<file path="src/rtl/tile_match_ctrl_if.sv">
// Selection handshake and RAM port bundle for tile_match_ctrl.
// slave  : the controller's view (accepts selections, drives the RAM port).
// master : the environment's view (cursor logic plus the tile RAM).
interface tile_match_ctrl_if #(
  parameter int ADDR_W = 4,
  parameter int DATA_W = 8
);
  logic              sel_valid;
  logic [ADDR_W-1:0] sel_addr;
  logic              sel_ready;
  logic              sel_err;
  logic [ADDR_W-1:0] ram_addr;
  logic              ram_we;
  logic [DATA_W-1:0] ram_wdata;
  logic [DATA_W-1:0] ram_rdata;

  modport master (
    output sel_valid, sel_addr, ram_rdata,
    input  sel_ready, sel_err, ram_addr, ram_we, ram_wdata
  );

  modport slave (
    input  sel_valid, sel_addr, ram_rdata,
    output sel_ready, sel_err, ram_addr, ram_we, ram_wdata
  );
endinterface

</file>
<file path="src/rtl/tile_match_ctrl.sv">
// tile_match_ctrl: memory-game controller for one port of the tile colour RAM.
// Reads two selected tiles, clears them on a colour match, otherwise holds both
// revealed for HOLD_CYCLES. Tracks remaining pairs and flags game completion.
// Optional: define TILE_MATCH_MOVES_EN to enable the saturating attempt counter
// on `moves`; otherwise `moves` is tied to zero.
module tile_match_ctrl #(
  parameter int              ADDR_W      = 4,
  parameter int              DATA_W      = 8,
  parameter logic [DATA_W-1:0] CLEARED   = '0,
  parameter int              PAIRS       = 8,
  parameter int              HOLD_CYCLES = 4
) (
  input  logic              clk,
  input  logic              resetn,
  tile_match_ctrl_if.slave  bus,
  output logic              reveal_a_valid,
  output logic [ADDR_W-1:0] reveal_a_addr,
  output logic              reveal_b_valid,
  output logic [ADDR_W-1:0] reveal_b_addr,
  output logic              match_pulse,
  output logic              miss_pulse,
  output logic [3:0]        pairs_left,
  output logic              game_done,
  output logic [7:0]        moves
);

  localparam int CNT_W = (HOLD_CYCLES > 1) ? $clog2(HOLD_CYCLES) : 1;
  localparam logic [CNT_W-1:0] HOLD_LOAD = CNT_W'(HOLD_CYCLES - 1);

  typedef enum logic [3:0] {
    IDLE, RD_A, CAP_A, WAIT_B, RD_B, CAP_B, CLR_A, CLR_B, HOLD, DONE
  } state_e;

  state_e            state_q, state_d;
  logic [ADDR_W-1:0] addr_a_q, addr_a_d, addr_b_q, addr_b_d;
  logic [DATA_W-1:0] color_a_q, color_a_d;
  logic [ADDR_W-1:0] ram_addr_q, ram_addr_d;
  logic              ram_we_q, ram_we_d;
  logic [DATA_W-1:0] ram_wdata_q, ram_wdata_d;
  logic              sel_err_q, sel_err_d;
  logic              reveal_a_valid_q, reveal_a_valid_d;
  logic [ADDR_W-1:0] reveal_a_addr_q, reveal_a_addr_d;
  logic              reveal_b_valid_q, reveal_b_valid_d;
  logic [ADDR_W-1:0] reveal_b_addr_q, reveal_b_addr_d;
  logic              match_pulse_q, match_pulse_d;
  logic              miss_pulse_q, miss_pulse_d;
  logic [3:0]        pairs_left_q, pairs_left_d;
  logic              game_done_q, game_done_d;
  logic [CNT_W-1:0]  hold_cnt_q, hold_cnt_d;
  logic              sel_ready;

  // Next-state and registered-output logic; pulses and write enable default low.
  always_comb begin
    state_d          = state_q;
    addr_a_d         = addr_a_q;
    addr_b_d         = addr_b_q;
    color_a_d        = color_a_q;
    ram_addr_d       = ram_addr_q;
    ram_we_d         = 1'b0;
    ram_wdata_d      = ram_wdata_q;
    sel_err_d        = 1'b0;
    reveal_a_valid_d = reveal_a_valid_q;
    reveal_a_addr_d  = reveal_a_addr_q;
    reveal_b_valid_d = reveal_b_valid_q;
    reveal_b_addr_d  = reveal_b_addr_q;
    match_pulse_d    = 1'b0;
    miss_pulse_d     = 1'b0;
    pairs_left_d     = pairs_left_q;
    game_done_d      = game_done_q;
    hold_cnt_d       = hold_cnt_q;
    sel_ready        = 1'b0;
    unique case (state_q)
      IDLE: begin
        sel_ready = 1'b1;
        if (bus.sel_valid) begin
          addr_a_d   = bus.sel_addr;
          ram_addr_d = bus.sel_addr;
          state_d    = RD_A;
        end
      end
      RD_A: state_d = CAP_A;
      CAP_A: begin
        if (bus.ram_rdata == CLEARED) begin
          sel_err_d = 1'b1;
          state_d   = IDLE;
        end else begin
          color_a_d        = bus.ram_rdata;
          reveal_a_valid_d = 1'b1;
          reveal_a_addr_d  = addr_a_q;
          state_d          = WAIT_B;
        end
      end
      WAIT_B: begin
        sel_ready = 1'b1;
        if (bus.sel_valid) begin
          if (bus.sel_addr == addr_a_q) begin
            sel_err_d = 1'b1;
          end else begin
            addr_b_d   = bus.sel_addr;
            ram_addr_d = bus.sel_addr;
            state_d    = RD_B;
          end
        end
      end
      RD_B: state_d = CAP_B;
      CAP_B: begin
        if (bus.ram_rdata == CLEARED) begin
          sel_err_d = 1'b1;
          state_d   = WAIT_B;
        end else if (bus.ram_rdata == color_a_q) begin
          // Outputs are registered, so the first clear write is set up here.
          ram_we_d      = 1'b1;
          ram_addr_d    = addr_a_q;
          ram_wdata_d   = CLEARED;
          match_pulse_d = 1'b1;
          state_d       = CLR_A;
        end else begin
          miss_pulse_d     = 1'b1;
          reveal_b_valid_d = 1'b1;
          reveal_b_addr_d  = addr_b_q;
          hold_cnt_d       = HOLD_LOAD;
          state_d          = HOLD;
        end
      end
      CLR_A: begin
        ram_we_d    = 1'b1;
        ram_addr_d  = addr_b_q;
        ram_wdata_d = CLEARED;
        state_d     = CLR_B;
      end
      CLR_B: begin
        pairs_left_d     = pairs_left_q - 4'd1;
        reveal_a_valid_d = 1'b0;
        reveal_b_valid_d = 1'b0;
        if (pairs_left_q == 4'd1) begin
          game_done_d = 1'b1;
          state_d     = DONE;
        end else begin
          state_d = IDLE;
        end
      end
      HOLD: begin
        if (hold_cnt_q == '0) begin
          reveal_a_valid_d = 1'b0;
          reveal_b_valid_d = 1'b0;
          state_d          = IDLE;
        end else begin
          hold_cnt_d = hold_cnt_q - CNT_W'(1);
        end
      end
      DONE: game_done_d = 1'b1;
      default: state_d = IDLE;
    endcase
  end

  // State and output registers; reset aborts any in-progress operation.
  always_ff @(posedge clk or negedge resetn) begin
    if (!resetn) begin
      state_q          <= IDLE;
      addr_a_q         <= '0;
      addr_b_q         <= '0;
      color_a_q        <= '0;
      ram_addr_q       <= '0;
      ram_we_q         <= 1'b0;
      ram_wdata_q      <= '0;
      sel_err_q        <= 1'b0;
      reveal_a_valid_q <= 1'b0;
      reveal_a_addr_q  <= '0;
      reveal_b_valid_q <= 1'b0;
      reveal_b_addr_q  <= '0;
      match_pulse_q    <= 1'b0;
      miss_pulse_q     <= 1'b0;
      pairs_left_q     <= 4'(PAIRS);
      game_done_q      <= 1'b0;
      hold_cnt_q       <= '0;
    end else begin
      state_q          <= state_d;
      addr_a_q         <= addr_a_d;
      addr_b_q         <= addr_b_d;
      color_a_q        <= color_a_d;
      ram_addr_q       <= ram_addr_d;
      ram_we_q         <= ram_we_d;
      ram_wdata_q      <= ram_wdata_d;
      sel_err_q        <= sel_err_d;
      reveal_a_valid_q <= reveal_a_valid_d;
      reveal_a_addr_q  <= reveal_a_addr_d;
      reveal_b_valid_q <= reveal_b_valid_d;
      reveal_b_addr_q  <= reveal_b_addr_d;
      match_pulse_q    <= match_pulse_d;
      miss_pulse_q     <= miss_pulse_d;
      pairs_left_q     <= pairs_left_d;
      game_done_q      <= game_done_d;
      hold_cnt_q       <= hold_cnt_d;
    end
  end

`ifdef TILE_MATCH_MOVES_EN
  logic [7:0] moves_q, moves_d;

  // Saturating attempt counter, stepped alongside each result strobe.
  always_comb begin
    moves_d = moves_q;
    if ((match_pulse_d || miss_pulse_d) && (moves_q != 8'hFF)) begin
      moves_d = moves_q + 8'd1;
    end
  end

  // Attempt counter register.
  always_ff @(posedge clk or negedge resetn) begin
    if (!resetn) moves_q <= '0;
    else         moves_q <= moves_d;
  end

  assign moves = moves_q;
`else
  assign moves = '0;
`endif

  assign bus.sel_ready   = sel_ready;
  assign bus.sel_err     = sel_err_q;
  assign bus.ram_addr    = ram_addr_q;
  assign bus.ram_we      = ram_we_q;
  assign bus.ram_wdata   = ram_wdata_q;
  assign reveal_a_valid  = reveal_a_valid_q;
  assign reveal_a_addr   = reveal_a_addr_q;
  assign reveal_b_valid  = reveal_b_valid_q;
  assign reveal_b_addr   = reveal_b_addr_q;
  assign match_pulse     = match_pulse_q;
  assign miss_pulse      = miss_pulse_q;
  assign pairs_left      = pairs_left_q;
  assign game_done       = game_done_q;

endmodule

</file>
<file path="src/flat_wrapper.sv">
// flat-port wrapper written by rule: the top's interface ports become plain ports
module tile_match_ctrl_flat 
#(
  parameter int              ADDR_W      = 4,
  parameter int              DATA_W      = 8,
  parameter logic [DATA_W-1:0] CLEARED   = '0,
  parameter int              PAIRS       = 8,
  parameter int              HOLD_CYCLES = 4
)
  (clk, resetn, reveal_a_valid, reveal_a_addr, reveal_b_valid, reveal_b_addr, match_pulse, miss_pulse, pairs_left, game_done, moves, bus_sel_valid, bus_sel_addr, bus_ram_rdata, bus_sel_ready, bus_sel_err, bus_ram_addr, bus_ram_we, bus_ram_wdata);
  tile_match_ctrl_if #(.ADDR_W(ADDR_W), .DATA_W(DATA_W)) bus_i ();
  input  logic clk;
  input  logic resetn;
  output logic reveal_a_valid;
  output logic [ADDR_W-1:0] reveal_a_addr;
  output logic reveal_b_valid;
  output logic [ADDR_W-1:0] reveal_b_addr;
  output logic match_pulse;
  output logic miss_pulse;
  output logic [3:0] pairs_left;
  output logic game_done;
  output logic [7:0] moves;
  input wire logic [$bits(bus_i.sel_valid)-1:0] bus_sel_valid;
  input wire logic [$bits(bus_i.sel_addr)-1:0] bus_sel_addr;
  input wire logic [$bits(bus_i.ram_rdata)-1:0] bus_ram_rdata;
  output wire logic [$bits(bus_i.sel_ready)-1:0] bus_sel_ready;
  output wire logic [$bits(bus_i.sel_err)-1:0] bus_sel_err;
  output wire logic [$bits(bus_i.ram_addr)-1:0] bus_ram_addr;
  output wire logic [$bits(bus_i.ram_we)-1:0] bus_ram_we;
  output wire logic [$bits(bus_i.ram_wdata)-1:0] bus_ram_wdata;
  assign bus_i.sel_valid = bus_sel_valid;
  assign bus_i.sel_addr = bus_sel_addr;
  assign bus_i.ram_rdata = bus_ram_rdata;
  assign bus_sel_ready = bus_i.sel_ready;
  assign bus_sel_err = bus_i.sel_err;
  assign bus_ram_addr = bus_i.ram_addr;
  assign bus_ram_we = bus_i.ram_we;
  assign bus_ram_wdata = bus_i.ram_wdata;
  tile_match_ctrl #(.ADDR_W(ADDR_W), .DATA_W(DATA_W), .CLEARED(CLEARED), .PAIRS(PAIRS), .HOLD_CYCLES(HOLD_CYCLES)) u_core (.clk(clk), .resetn(resetn), .bus(bus_i), .reveal_a_valid(reveal_a_valid), .reveal_a_addr(reveal_a_addr), .reveal_b_valid(reveal_b_valid), .reveal_b_addr(reveal_b_addr), .match_pulse(match_pulse), .miss_pulse(miss_pulse), .pairs_left(pairs_left), .game_done(game_done), .moves(moves));
endmodule
</file>
<file path="config.mk">
export PLATFORM = sky130hd
export DESIGN_NAME = tile_match_ctrl_flat
export DESIGN_NICKNAME = d
export VERILOG_FILES = /design/src/rtl/tile_match_ctrl_if.sv /design/src/rtl/tile_match_ctrl.sv /design/src/flat_wrapper.sv
export SDC_FILE = /design/constraint.sdc
export NUM_CORES = 1
export LEC_CHECK = 0
export ABC_AREA = 1
export CELL_PAD_IN_SITES_DETAIL_PLACEMENT = 0
export CELL_PAD_IN_SITES_GLOBAL_PLACEMENT = 2
export CORE_MARGIN = 2
export CORE_UTILIZATION = 28
export CTS_CLUSTER_DIAMETER = 60
export DETAILED_ROUTE_END_ITERATION = 7
export HOLD_SLACK_MARGIN = 0.08
export PLACE_DENSITY = 0.85
export SLEW_MARGIN = 10
export SYNTH_ARGS = -nofsm -noshare
export SYNTH_HDL_FRONTEND = slang
export SYNTH_SLANG_ARGS = --single-unit
</file>
<file path="constraint.sdc">
create_clock -name clk -period 1.9 [get_ports clk]
set_input_delay 0.475 -clock clk [delete_from_list [all_inputs] [get_ports clk]]
set_output_delay 0.475 -clock clk [all_outputs]
set_load 0.005 [all_outputs]
</file>
Word-level counts from Yosys, hierarchy flattened
Cells that the tools add are included.
{"block": "op_classes", "div_mod_pow": 0, "eq_ne": 22, "bitwise_logic": 4, "n_mul": 0, "n_shift": 0, "n_reduce_logical": 22, "muxes": 42, "order_cmp": 0, "addsub": 2}
{"cell": "4-bit two-way mux", "count": 12}
{"cell": "4-bit one-hot mux with 10 select lines", "count": 1}
{"cell": "4-bit by 3-bit == test with 1-bit output, second input constant", "count": 4}
{"cell": "8-bit two-way mux", "count": 2}
{"cell": "4-bit one-hot mux with 4 select lines", "count": 1}
{"cell": "8-bit one-hot mux with 2 select lines", "count": 1}
{"cell": "1-bit two-way mux", "count": 15}
{"cell": "2-bit != test, second input constant", "count": 7}
{"cell": "3-bit AND reduction", "count": 4}
{"cell": "4-bit by 1-bit == test with 1-bit output, second input constant", "count": 2}
{"cell": "4-bit by 2-bit == test with 1-bit output, second input constant", "count": 2}
{"cell": "4-bit == test, second input constant", "count": 2}
{"cell": "8-bit == test", "count": 1}
{"cell": "8-bit zero test", "count": 1}
{"cell": "2-bit two-way mux", "count": 4}
{"cell": "4-bit AND reduction", "count": 2}
{"cell": "2-bit by 1-bit != test with 1-bit output, second input constant", "count": 3}
{"cell": "1-bit one-hot mux with 2 select lines", "count": 3}
{"cell": "1-bit one-hot mux with 3 select lines", "count": 2}
{"cell": "2-bit AND reduction", "count": 3}
{"cell": "6-bit AND reduction", "count": 1}
{"cell": "2-bit nonzero test", "count": 3}
{"cell": "3-bit nonzero test", "count": 2}
{"cell": "5-bit AND reduction", "count": 1}
{"cell": "9 further kinds", "count": 13}
{"block": "totals", "ram_bits": 0, "memories": 0, "ff_bits": 53, "latch_bits": 0, "input_bits": 15, "rom_bits": 0}

Logic depth before layout (Yosys ltp)
{"block": "logic_depth", "word_depth": 4, "depth_mapped": 11}

Worst setup path after synthesis
No wires, ideal clock.
{"block": "synth_timing", "path_type": "register -> register", "startpoint": "register u_core.state_q[0]", "endpoint": "register u_core.ram_addr_q[0] (netlist: u_core.bus.ram_addr[0])", "arrival_ns": 1.218, "slack_ns": 0.565, "path_buffers": 0, "stages_incl_launch_ff": 11, "setup_time_ns": 0.117, "path_cell_list": "dfrtp_1 -> inv_2 -> nor2_4 -> nand2_4 -> inv_6 -> nand2_4 -> nand2_2 -> nor2_4 -> nand3_2 -> nand2_1 -> nand2_1"}
{"block": "synth_via", "elab_chain_len": 3, "elab_cells_between_ends": 12}
{"element": "start: declaration", "line": "tile_match_ctrl.sv:34", "source": "state_e state_q, state_d;"}
{"element": "start signal: assignment", "line": "tile_match_ctrl.sv:177", "source": "state_q <= state_d;"}
{"element": "4-bit by 2-bit == test with 1-bit output (tied with other cells)", "line": "tile_match_ctrl.sv:72", "source": "unique case (state_q)"}
{"element": "2-bit != test (no source line) (tied with other cells)"}
{"element": "6-bit AND reduction (no source line)"}
{"element": "end signal: assignment", "line": "tile_match_ctrl.sv:181", "source": "ram_addr_q <= ram_addr_d;"}
{"element": "end: declaration", "line": "tile_match_ctrl.sv:37", "source": "logic [ADDR_W-1:0] ram_addr_q, ram_addr_d;"}
Parallel ways exist; a longest one is shown, timed or not.
A chain may end at the register's enable or synchronous reset.

Worst setup path after layout
{"block": "layout_timing", "startpoint": "register u_core.pairs_left_q[3] (netlist: u_core.pairs_left[3])", "endpoint": "output pairs_left[3]"}
{"element": "start: declaration", "line": "tile_match_ctrl.sv:47", "source": "logic [3:0] pairs_left_q, pairs_left_d;"}
{"element": "start signal: assignment", "line": "tile_match_ctrl.sv:173", "source": "pairs_left_q <= 4'(PAIRS);"}
{"element": "start signal: assignment", "line": "tile_match_ctrl.sv:191", "source": "pairs_left_q <= pairs_left_d;"}
{"element": "end: declaration", "line": "flat_wrapper.sv:20", "source": "output logic [3:0] pairs_left;"}
No word-level cell between the ends.

==> flow_summary.yaml <==
worst_setup_path:
  r2r_cells: 9
  path_cells: "clkdlybuf4s50_1"
  cp_num_cells: 1
  crit_path_max_incr_delay_ps: 530
  worst-path-max-fanout: 2
  critPathCaptureType: "primary output"
  critPathRequiredTime_ps: 1420
  critical_path.top_delay_family: "flip-flops"
  rrSetupSlack_ps: 310
  worst-path-buf-inv: 1
  crit-reg2reg-launch: "u_core.state_q[1]"
  crit_path_top_delay_cell: "dfstp_2"
  crit_arrival_ps: 1320
  critPathLaunchType: "register"
  critical_path_class: "reg -> out"
  cp-startpoint: "u_core.pairs_left[3]"
clock_tree:
  cts_tree: "built"
  cts_root_buf: "clkbuf_8"
  clock_latency_ps: 300
  cts_buffer_depth: 2
  cts_sinks: 45
  clk_pin_slew_ps: 90
  cts_hold_buf: 0
  htreeDepth: 2
  cts_made_buffers: 5
sta:
  slew_viol_final: 0
  period_share_pct: 94.48
  grt_setup_unrepaired: "false"
  fmax_mhz: 557.1
  finClkSkew_ps: 9.929
  hold_viol: 0
  setup_viol: 0
  period_needed_ps: 1795
route:
  drtAntennaViolNets: 0
  drc_errors: 0
  wl_per_cell_um: 11.88
  vias_per_cell: 4.252
  initialDrtViolationCount: 105
  dr.pass1.iters: 4
  vias: 2075
  drt-total-wl_um: 5799
pwr:
  max-vdd-ir-drop_v: 0.0003955
  power_density_nw_per_um2: 1485
  p_leak_nw: 1.650
  total_power_mw: 4.722
logic_synthesis:
  synth_top_area_cell: "dfrtp_1"
  synthCells: 319
  syn_area_um2: 2461
  syn_avg_cell_area_um2: 7.715
  yosys_warnings: 0
  yosysTopAreaCellShare_pct: 44.74
  ys_seq_elements: 45
  synth_cell_types: 29
  yosys-top-cells-area: "dfrtp_1 45%, nand2_1 16%, inv_1 5.5%, buf_4 4.9%, o21ai_0 4.1%"
  ys_seq_area_share_pct: 45.81
outcome:
  status: "finished clean"
final_layout:
  layout-drive-gt1-share_pct: 13.68
  layout.area.seq_um2: 1127
  final_core_util_pct: 36.83
  final_cell_mix: "108 x nand2_1, 44 x dfrtp_1, 36 x inv_1, 36 x clkdlybuf4s50_1"
  area_delta_synth_final_pct: 29.23
  fin_area_um2: 3181
  final_common_cell: "nand2_1"
  antennaDiodeCount: 0
  nNetsFinal: 397
  multi_input_area_um2: 1105
  final_cells: 488
  fill_cells: 934
place:
  place_inst: 479
  placed_area_um2: 3050
  dp_hpwl_um: 4575
  portBuffers: 38
  gp_congestion: 0.7891
floorplanning:
  ios: 55
  coreArea_um2: 8636
  die_w_um: 97.76
  initial_utilization_pct: 28.50
  row_count: 34
  die-height_um: 97.76
  dieArea_um2: 9556
global_route:
  grt_overflow: 0
  grt_pass1_vias: 2014
  antenna_found_initial: 0
  grt_pass1_wl_um: 9784
  grt_max_degree: 30
  grtUsageTotal_pct: 12.87
run:
  cap_violations: 0
worst_hold_path:
  hp-class: "in -> async"
report_power, final:
part | internal [mW] | leakage (nW) | total [mW] | switching [mW]
registers | 1.39 | 0.560 | 1.67 | 0.276
logic | 1.08 | 1.03 | 2.29 | 1.21
clock network | 0.429 | 0.0585 | 0.765 | 0.335
total | 2.90 | 1.65 | 4.72 | 1.82
final timing paths:
check,to
hold / removal,u_core.color_a_q[5]
max in group asynchronous,u_core.pairs_left[3]
hold reg to reg,u_core.game_done
setup / recovery,pairs_left[3]
setup reg to reg,u_core.state_q[2]
min in group clk,u_core.game_done
synthesized netlist by cell type:
| library cell | n |
|---|---|
| a21oi_1 | 1 |
| a21oi_2 | 1 |
| and3_1 | 1 |
| buf_2 | 2 |
| buf_4 | 16 |
| conb_1 | 1 |
| dfrtp_1 | 44 |
| dfstp_2 | 1 |
| ha_1 | 3 |
| inv_1 | 36 |
| inv_2 | 5 |
| inv_6 | 1 |
| nand2_1 | 108 |
| nand2_2 | 7 |
| nand2_4 | 2 |
| nand3_1 | 13 |
| nand3_2 | 2 |
| nand3b_1 | 1 |
| nand4_1 | 8 |
| nor2_1 | 20 |
| nor2_2 | 3 |
| nor2_4 | 3 |
| nor3_1 | 4 |
| nor3_2 | 1 |
| o21ai_0 | 20 |
| o21ai_1 | 6 |
| o31ai_1 | 1 |
| xnor2_1 | 5 |
| xor2_1 | 3 |
area by class of cell:
cell class | count | area share, %
Inverter | 42 | 5.114
Sequential cell | 45 | 35.44
Clock buffer | 7 | 2.714
Clock inverter | 1 | 0.9441
Tap cell | 108 | 4.249
Multi-Input combinational cell | 229 | 34.74
Timing Repair Buffer | 56 | 16.80
sequential cells by signal (all words and copies together) (netlist names):
register and flops:
u_core.color_a_q 8, u_core.match_pulse 1, u_core.bus.sel_err 1, u_core.bus.ram_addr 4, u_core.reveal_a_valid 1, u_core.addr_a_q 4
u_core.hold_cnt_q 2, u_core.reveal_b_valid 1, u_core.miss_pulse 1, u_core.state_q 4, u_core.reveal_b_addr 4, u_core.bus.ram_we 1
u_core.addr_b_q 4, u_core.pairs_left 4, u_core.game_done 1, u_core.reveal_a_addr 4
metrics by stage:
stage | setup slack (ps) | TNS (ps) | hold slack, ps
2_1_floorplan | 565.1 | 0 | 179.4
3_3_place_gp | -89.65 | -437.5 | 444.6
3_5_place_dp | -106.2 | -692.5 | 451.4
4_1_cts | 86.89 | 0 | 110.4
5_1_grt | 26.40 | 0 | 112.5
6_report | 104.9 | 0 | 107.1
logic make-up (layout without fill, tap and decap cells):
family	Yosys count	count (layout)	synth area share, %
flops	45	45	45.81
buf+inv	60	106	11.90
fa+ha+maj	3	3	1.525
other cells	1	16	0.1524
compound gates	29	29	6.152
simple gates	173	173	31.62
xor+xnor	8	8	2.847
routing by layer:
layer | track usage (%) | vias to the layer above | wire, µm
met5 | 0 | - | 0
met4 | 3.205 | 0 | 59
met3 | 3.078 | 6 | 229
met2 | 20.58 | 42 | 2643
met1 | 17.67 | 947 | 2866
li1 | - | 1080 | -
timing repair:
action,in CTS,in global routing
buffers inserted,1,0
resized for setup,2,0
endpoints found under the setup margin,1,0
(Power assumes the default switching activity.)
